===== config.mk =====
export PLATFORM = sky130hd
export DESIGN_NAME = ap_stage_sequencer
export DESIGN_NICKNAME = d
export VERILOG_FILES = /design/src/rtl/ap_stage_sequencer.sv
export SDC_FILE = /design/constraint.sdc
export NUM_CORES = 1
export LEC_CHECK = 0
export ABC_AREA = 1
export BUFFER_PORTS_ARGS = -buffer_cell sky130_fd_sc_hd__buf_2
export CAP_MARGIN = 20
export CELL_PAD_IN_SITES_DETAIL_PLACEMENT = 2
export CELL_PAD_IN_SITES_GLOBAL_PLACEMENT = 2
export CORE_MARGIN = 2
export CORE_UTILIZATION = 31
export DETAILED_ROUTE_END_ITERATION = 10
export PLACE_DENSITY = 0.9
export SYNTH_ARGS = -nofsm -noshare
export SYNTH_HDL_FRONTEND = slang
export SYNTH_SLANG_ARGS = --single-unit

===== constraint.sdc =====
create_clock -name ap_clk -period 2.8 [get_ports ap_clk]
set_input_delay 0.42 -clock ap_clk [delete_from_list [all_inputs] [get_ports ap_clk]]
set_output_delay 0.42 -clock ap_clk [all_outputs]
set_load 0.03 [all_outputs]

===== src/rtl/ap_stage_sequencer.sv =====
// ap_ctrl_hs sequencer for two chained loop stages: stage 0 runs, then stage 1,
// with saturating per-stage cycle counters for the status monitors.
module ap_stage_sequencer #(
   parameter int unsigned CNT_W = 32
) (
   input  logic             ap_clk,
   input  logic             ap_rst,
   input  logic             ap_start,
   output logic             ap_done,
   output logic             ap_idle,
   output logic             ap_ready,
   output logic             s0_ap_start,
   input  logic             s0_ap_ready,
   input  logic             s0_ap_done,
   output logic             s1_ap_start,
   input  logic             s1_ap_ready,
   input  logic             s1_ap_done,
   output logic [CNT_W-1:0] s0_cycles,
   output logic [CNT_W-1:0] s1_cycles
);

   typedef enum logic [1:0] {
      ST_IDLE = 2'd0,
      ST_S0   = 2'd1,
      ST_S1   = 2'd2,
      ST_DONE = 2'd3
   } state_t;

   localparam logic [CNT_W-1:0] CNT_ONE = CNT_W'(1);
   localparam logic [CNT_W-1:0] CNT_MAX = '1;

   state_t           state_q, state_d;
   logic             s0_start_q, s0_start_d;
   logic             s1_start_q, s1_start_d;
   logic [CNT_W-1:0] s0_cnt_q, s0_cnt_d;
   logic [CNT_W-1:0] s1_cnt_q, s1_cnt_d;

   function automatic logic [CNT_W-1:0] sat_inc(input logic [CNT_W-1:0] v);
      if (v == CNT_MAX) begin
         sat_inc = v;
      end else begin
         sat_inc = v + CNT_ONE;
      end
   endfunction

   // Next-state logic; stage handshakes are only honoured in their own state.
   always_comb begin
      state_d    = state_q;
      s0_start_d = s0_start_q;
      s1_start_d = s1_start_q;
      s0_cnt_d   = s0_cnt_q;
      s1_cnt_d   = s1_cnt_q;
      case (state_q)
         ST_IDLE: begin
            if (ap_start) begin
               state_d    = ST_S0;
               s0_start_d = 1'b1;
               s0_cnt_d   = CNT_ONE;
            end else begin
               state_d = ST_IDLE;
            end
         end
         ST_S0: begin
            if (s0_ap_ready || s0_ap_done) begin
               s0_start_d = 1'b0;
            end else begin
               s0_start_d = s0_start_q;
            end
            if (s0_ap_done) begin
               state_d    = ST_S1;
               s1_start_d = 1'b1;
               s1_cnt_d   = CNT_ONE;
            end else begin
               s0_cnt_d = sat_inc(s0_cnt_q);
            end
         end
         ST_S1: begin
            if (s1_ap_ready || s1_ap_done) begin
               s1_start_d = 1'b0;
            end else begin
               s1_start_d = s1_start_q;
            end
            if (s1_ap_done) begin
               state_d = ST_DONE;
            end else begin
               s1_cnt_d = sat_inc(s1_cnt_q);
            end
         end
         ST_DONE: begin
            state_d = ST_IDLE;
         end
         default: begin
            state_d    = ST_IDLE;
            s0_start_d = 1'b0;
            s1_start_d = 1'b0;
         end
      endcase
   end

   // State, stage-start and counter registers.
   always_ff @(posedge ap_clk) begin
      if (ap_rst) begin
         state_q    <= ST_IDLE;
         s0_start_q <= 1'b0;
         s1_start_q <= 1'b0;
         s0_cnt_q   <= '0;
         s1_cnt_q   <= '0;
      end else begin
         state_q    <= state_d;
         s0_start_q <= s0_start_d;
         s1_start_q <= s1_start_d;
         s0_cnt_q   <= s0_cnt_d;
         s1_cnt_q   <= s1_cnt_d;
      end
   end

   assign ap_done     = (state_q == ST_DONE);
   assign ap_ready    = (state_q == ST_DONE);
   assign ap_idle     = (state_q == ST_IDLE) & ~ap_start;
   assign s0_ap_start = s0_start_q;
   assign s1_ap_start = s1_start_q;
   assign s0_cycles   = s0_cnt_q;
   assign s1_cycles   = s1_cnt_q;

endmodule

---- Word level (Yosys, flattened, before mapping) ----
Cells that the tools add are included.
Widths: inputs -> output; s select.
cells by class
  muxes and demuxes ....................... 18
  add/subtract/negate cells ............... 2
  bitwise logic cells ..................... 2
  equality and inequality tests ........... 14
  reduce and logical (&&, ||, !) cells .... 10
operators with widths
  kind                   number
  $mux 32                6
  $pmux 32 s2            2
  $add 32x1->32 const B  2
  $eq 32x32->1 const B   2
  $ne 2x2->1 const B     9
  $pmux 2 s4             1
  $reduce_and 4->1       2
  $reduce_and 3->1       2
  $mux 1                 5
  $eq 2x2->1 const B     2
  $mux 2                 2
  $pmux 1 s2             2
  $reduce_bool 2->1      2
  $eq 2x1->1 const B     1
  $logic_not 2->1        1
  $logic_or 1x1->1       2
  $reduce_and 2->1       1
  $and 1x1->1            1
  $not 1->1              1
word-level totals
  output and inout port bits .............. 69
  register bits after elaboration ......... 68

---- Logic depth before layout (Yosys ltp) ----
  word-level depth ........................ 4
  gate-level depth with buffers ........... 13
  mapped depth without buffers ............ 12

---- Worst setup path before layout ----
OpenSTA, ideal clock, no wires.
  path kind ............................... register to register
  start ................................... register s1_cnt_q[0], in the netlist s1_cycles[0]
  end ..................................... register s1_cnt_q[3], in the netlist s1_cycles[3]
  buffers on the path ..................... 2
  required time ........................... 2.685 ns
  data arrival time ....................... 1.874 ns
  setup slack ............................. 0.812 ns
  stages on the path, launching flop included .. 13
  path through ............................ dfxtp_1 -> ha_1 -> nand2_2 -> nor2_4 -> nand2_4 -> nor2_8 -> nand2_4 -> nand2_4 -> nand2_2 -> buf_6 -> buf_6 -> a21oi_1 -> nor2_1
on the way
  longest elaborated chain between the ends .. 4
  elaborated cells between the ends (all ways) .. 7
  classes of those cells .................. add/sub (1); eq/ne (2); mux (3); reduce/logical (1)
RTL lines
  item                    line  source
  start, declared         36    logic [CNT_W-1:0] s1_cnt_q, s1_cnt_d;
  start signal, assigned  113   s1_cnt_q <= s1_cnt_d;
  $add 32x1->32           42    sat_inc = v + CNT_ONE;
  $mux 32                 39    if (v == CNT_MAX) begin
  $mux 32                 83    if (s1_ap_done) begin
  $pmux 32 s2             53    case (state_q)
Parallel ways exist; a longest one is shown, timed or not. The select of a mux whose other input is x is not followed.
A chain may end at the register's enable or synchronous reset.

---- Final worst setup path ----
  start ................................... register state_q[1]
  end ..................................... register s1_cnt_q[18], in the netlist s1_cycles[18]
on the way
  longest elaborated chain between the ends .. 3
  elaborated cells between the ends (all ways) .. 8
  classes of those cells .................. eq/ne (5); mux (1); reduce/logical (2)
RTL lines
  item                                                              line  source
  start, declared                                                   32    state_t state_q, state_d;
  start signal, assigned                                            109   state_q <= state_d;
  $eq 2x2->1 / $eq 2x1->1 (equally long branches)                   53
  $ne 2x2->1 (no line) / $reduce_bool 2->1 (equally long branches)  n/a
  $reduce_and 4->1 (no line)                                        n/a
Parallel ways exist; a longest one is shown, timed or not.

==> impl_results.md <==
- Status: complete, no violations
- Syn Inst Count: 814
- Setup TNS: 0 ps
- Post-CTS Setup Bufs: 0
- Hold depth: 4
- Area delta synth->final: 17.8%
- CTS clk-pin slew, worst paths: 60 ps
- Cts repair resizes: 0
- Final net count: 898
- Clock Tree Buf Depth: 2
- Netlist Area Pre-Place: 4670 um^2
- Fraction of the mapped netlist area in adder cells: 0.0161
- Largest family of logic cells by synthesized area: simple AND/OR/NAND/NOR gates
- Vias in the first global route: 6166
- Share of layout cells above drive strength 1: 0.140
- R2r endpoint: s1_cycles[18]
- Initial Util: 0.319
- Final setup margin: 339 ps
- Clk network pwr share: 0.251
- Vias per Instance: 5.25
- Simple-gate share of the synthesized area: 0.505
- Startpoint types: register
- Residual DRC: 0
- Die width: 127 um
- Worst Path Required: 3040 ps
- Fin crit share: 0.879
- Crit-path max FO: 30
- CTS Buf Count: 9
- R2R depth: 11
- Synth Warn #: 0
- XOR/XNOR Fraction of Synth Area: 0.00562
- Final ANT Viol Nets: 0
- Unrepaired setup endpoints after global routing: no
- Dominant synthesized flop cell: dfxtp_1
- H-Tree Depth: 3
- Reg-to-reg slack, setup: 340 ps
- Post-CTS Hold Buffers: 0
- Yosys reg bits: 68
- Routability congestion estimate: 0.792
- TritonRoute pass-1 iters: 4
- Critical path type: register to register
- Antenna violations before repair: 0
- Syn Nets: 827
- Register area share after synthesis: 0.291
- DP Worst Slack: 418 ps
- Compound-Gate Fraction of Synth Area: 0.0894
- Critical path data arrival time: 2700 ps
- Via Count: 5639
- Endpoints failing setup: 0
- Slew at the pin closest to its max-slew limit: 563 ps
- Hold crit path type: input pin to register
- Wire per inst: 18.0 um
- Die ar.: 16100 um^2
- Clock latency on the worst-skew pair: 350 ps
- Std cell rows: 44
- Crit path capture type: register
- Max_cap viols: 0
- Hold path start: s0_ap_done
- CP peak stage delay: 360 ps
- Die H: 127 um
- Sw Share: 0.482
- Final Hold Fails: 0
- Total Routing Usage GR: 0.249
- Avg Synthesized Cell Area: 5.74 um^2
- Multiplexer area fraction after synthesis: 0
- Min-Delay Endpoint: s0_cycles[1]
- Post-synth EDFFs: 0
- Core area: 14600 um^2
- CP bufs+invs: 3
- CTS tree: yes
- IO buf count: 75
- Ant diodes: 0
- Worst r2r src: state_q[1]
- Slew headroom: 0.623
- Internal: 2.24 mW
- Logic pwr share: 0.441
- First-pass GRT wire length: 32000 um
- DRT Wirelength: 19300 um
- Root buffer cell: clkbuf_16
- PD cells: 786 nW/um^2
- Worst path top cell family by delay: simple AND/OR/NAND/NOR gates
- I/O pin total: 76
- Net Sw Power: 2.08 mW
- Post-synthesis async set-or-reset flop share: 0
- Crit path time final: 2460 ps
- Critical path, cell by cell: inv_1 > ha_1 > buf_4 > o21ai_1 > nor2_1 > nand2_4 > nand2_2 > buf_4 > nand2_1 > nand2_1 > nor2_1
- Seq pwr share: 0.307
- CTS Sinks: 68
- Slowest-stage cell, CP: buf_4
- Maximum vdd drop: 0.352 mV
- Largest net degree at the start of global routing: 44
- Max Fclk: 406 MHz
- Yosys cell types: 29
- Final slew viol count: 0
- Iteration-0 DRC Markers: 230
- Clk_skew: 12.7 ps
- Leakage: 2.36 nW
- Final HPWL DP: 13400 um
- Total grt overflow: 0
worst min-delay path, stage by stage:
cell	delay, ps
buf_2	120
nor2_1	70
nand4_1	80
a21oi_1	70
worst max path at each step:
stage / start / end / slack [ps] / cells past startpoint
6_report: state_q[1] / s1_cycles[18] / 340 / 11
5_1_grt: state_q[1] / s1_cycles[26] / 150 / 9
4_1_cts: state_q[1] / s1_cycles[16] / 360 / 11
3_5_place_dp: state_q[1] / s1_cycles[18] / 420 / 11
3_3_place_gp: state_q[1] / s1_cycles[8] / 590 / 11
2_1_floorplan: s1_cycles[0] / s1_cycles[3] / 810 / 12
state kept, by name, summed over array words and instances (netlist names):
name and cells:
s0_cycles 32, s1_ap_start 1, s1_cycles 32, state_q 2
s0_ap_start 1
final cells by class:
type,instances,area [um^2]
clock buffer,11,243
sequential,68,1360
clock inverter,5,27.5
multi-input combinational,643,2880
fill,1904,9140
tap,184,230
inverter,73,274
timing repair buffer,90,488
power by group through the flow:
stage	clock [mW]	sequential [mW]	combinational, mW
6_report	1.09	1.33	1.91
3_5_place_dp	0	1.34	1.87
3_3_place_gp	0	1.33	1.78
2_1_floorplan	0	1.55	1.10
5_1_grt	1.14	1.36	2.10
4_1_cts	1.10	1.33	1.92
per-layer routing:
layer  part of all wire  vias to the layer above  track usage  routed length, um
met5                  0                        -            0                  0
met4              0.026                        0       0.0995                495
met3              0.022                       39       0.0283                417
met2               0.51                       97        0.463               9950
met1               0.44                     2769        0.290               8470
li1                   -                     2734            -                  -
stage by stage:
| step | std cells | utilization | area (um^2) | total power [mW] | hold slack (ps) |
|---|---|---|---|---|---|
| after CTS | 1074 | 0.376 | 5500 | 4.35 | 447 |
| after global placement | 1058 | 0.357 | 5230 | 3.12 | 487 |
| after detailed placement | 1058 | 0.357 | 5230 | 3.22 | 499 |
| final | 1074 | 0.376 | 5500 | 4.32 | 465 |
| after floorplan | 814 | - | 4670 | 2.64 | 491 |
| after global routing | 1074 | 0.376 | 5500 | 4.60 | 519 |
kinds of logic after synthesis:
kind of cell             count (synthesis)
AO/OA/AOI/OAI                           78
AND/OR/NAND/NOR                        556
buffers and inverters                  103
XOR/XNOR                                 3
adder cells (fa/ha/maj)                  6
flip-flops                              68
synth_stat cells, types with 2 or more instances:
cell type / instances / area share
nor3_1: 3 / 0.0032
buf_1: 2 / 0.0016
nand3_1: 101 / 0.11
nand2_4: 3 / 0.0072
o21bai_1: 10 / 0.016
a21oi_1: 46 / 0.049
clkbuf_1: 14 / 0.011
buf_2: 9 / 0.0096
nand4_1: 17 / 0.023
nand2_1: 282 / 0.23
o21ai_0: 17 / 0.018
ha_1: 6 / 0.016
inv_2: 2 / 0.0016
nor2_2: 5 / 0.0067
nand2_2: 5 / 0.0067
o21ai_1: 4 / 0.0043
nor2_1: 131 / 0.11
and2_1: 2 / 0.0027
nor2_4: 3 / 0.0072
inv_1: 71 / 0.057
buf_6: 4 / 0.0096
xor2_1: 3 / 0.0056
dfxtp_1: 68 / 0.29
cell usage in the layout, fill, tap and decap left out:
master        n
nand2_4       3
nor2_8        1
inv_1        71
ha_1          6
nor2_4        3
nand3_1     101
clkinv_2      4
a21oi_1      46
o31ai_1       1
o21bai_1     10
clkinvlp_4    1
buf_4        15
nand2_2       5
clkbuf_16     9
clkbuf_8      1
and2_1        2
or2_1         1
inv_2         2
nor3b_1       1
dfxtp_1      68
nand4_1      17
nor3_1        3
o21ai_0      17
xor2_1        3
buf_2        75
nor2_1      131
nand2_1     282
o21ai_1       4
or2_2         1
nor2_2        5
clkbuf_1      1
Power figures use the tool's default switching activity.
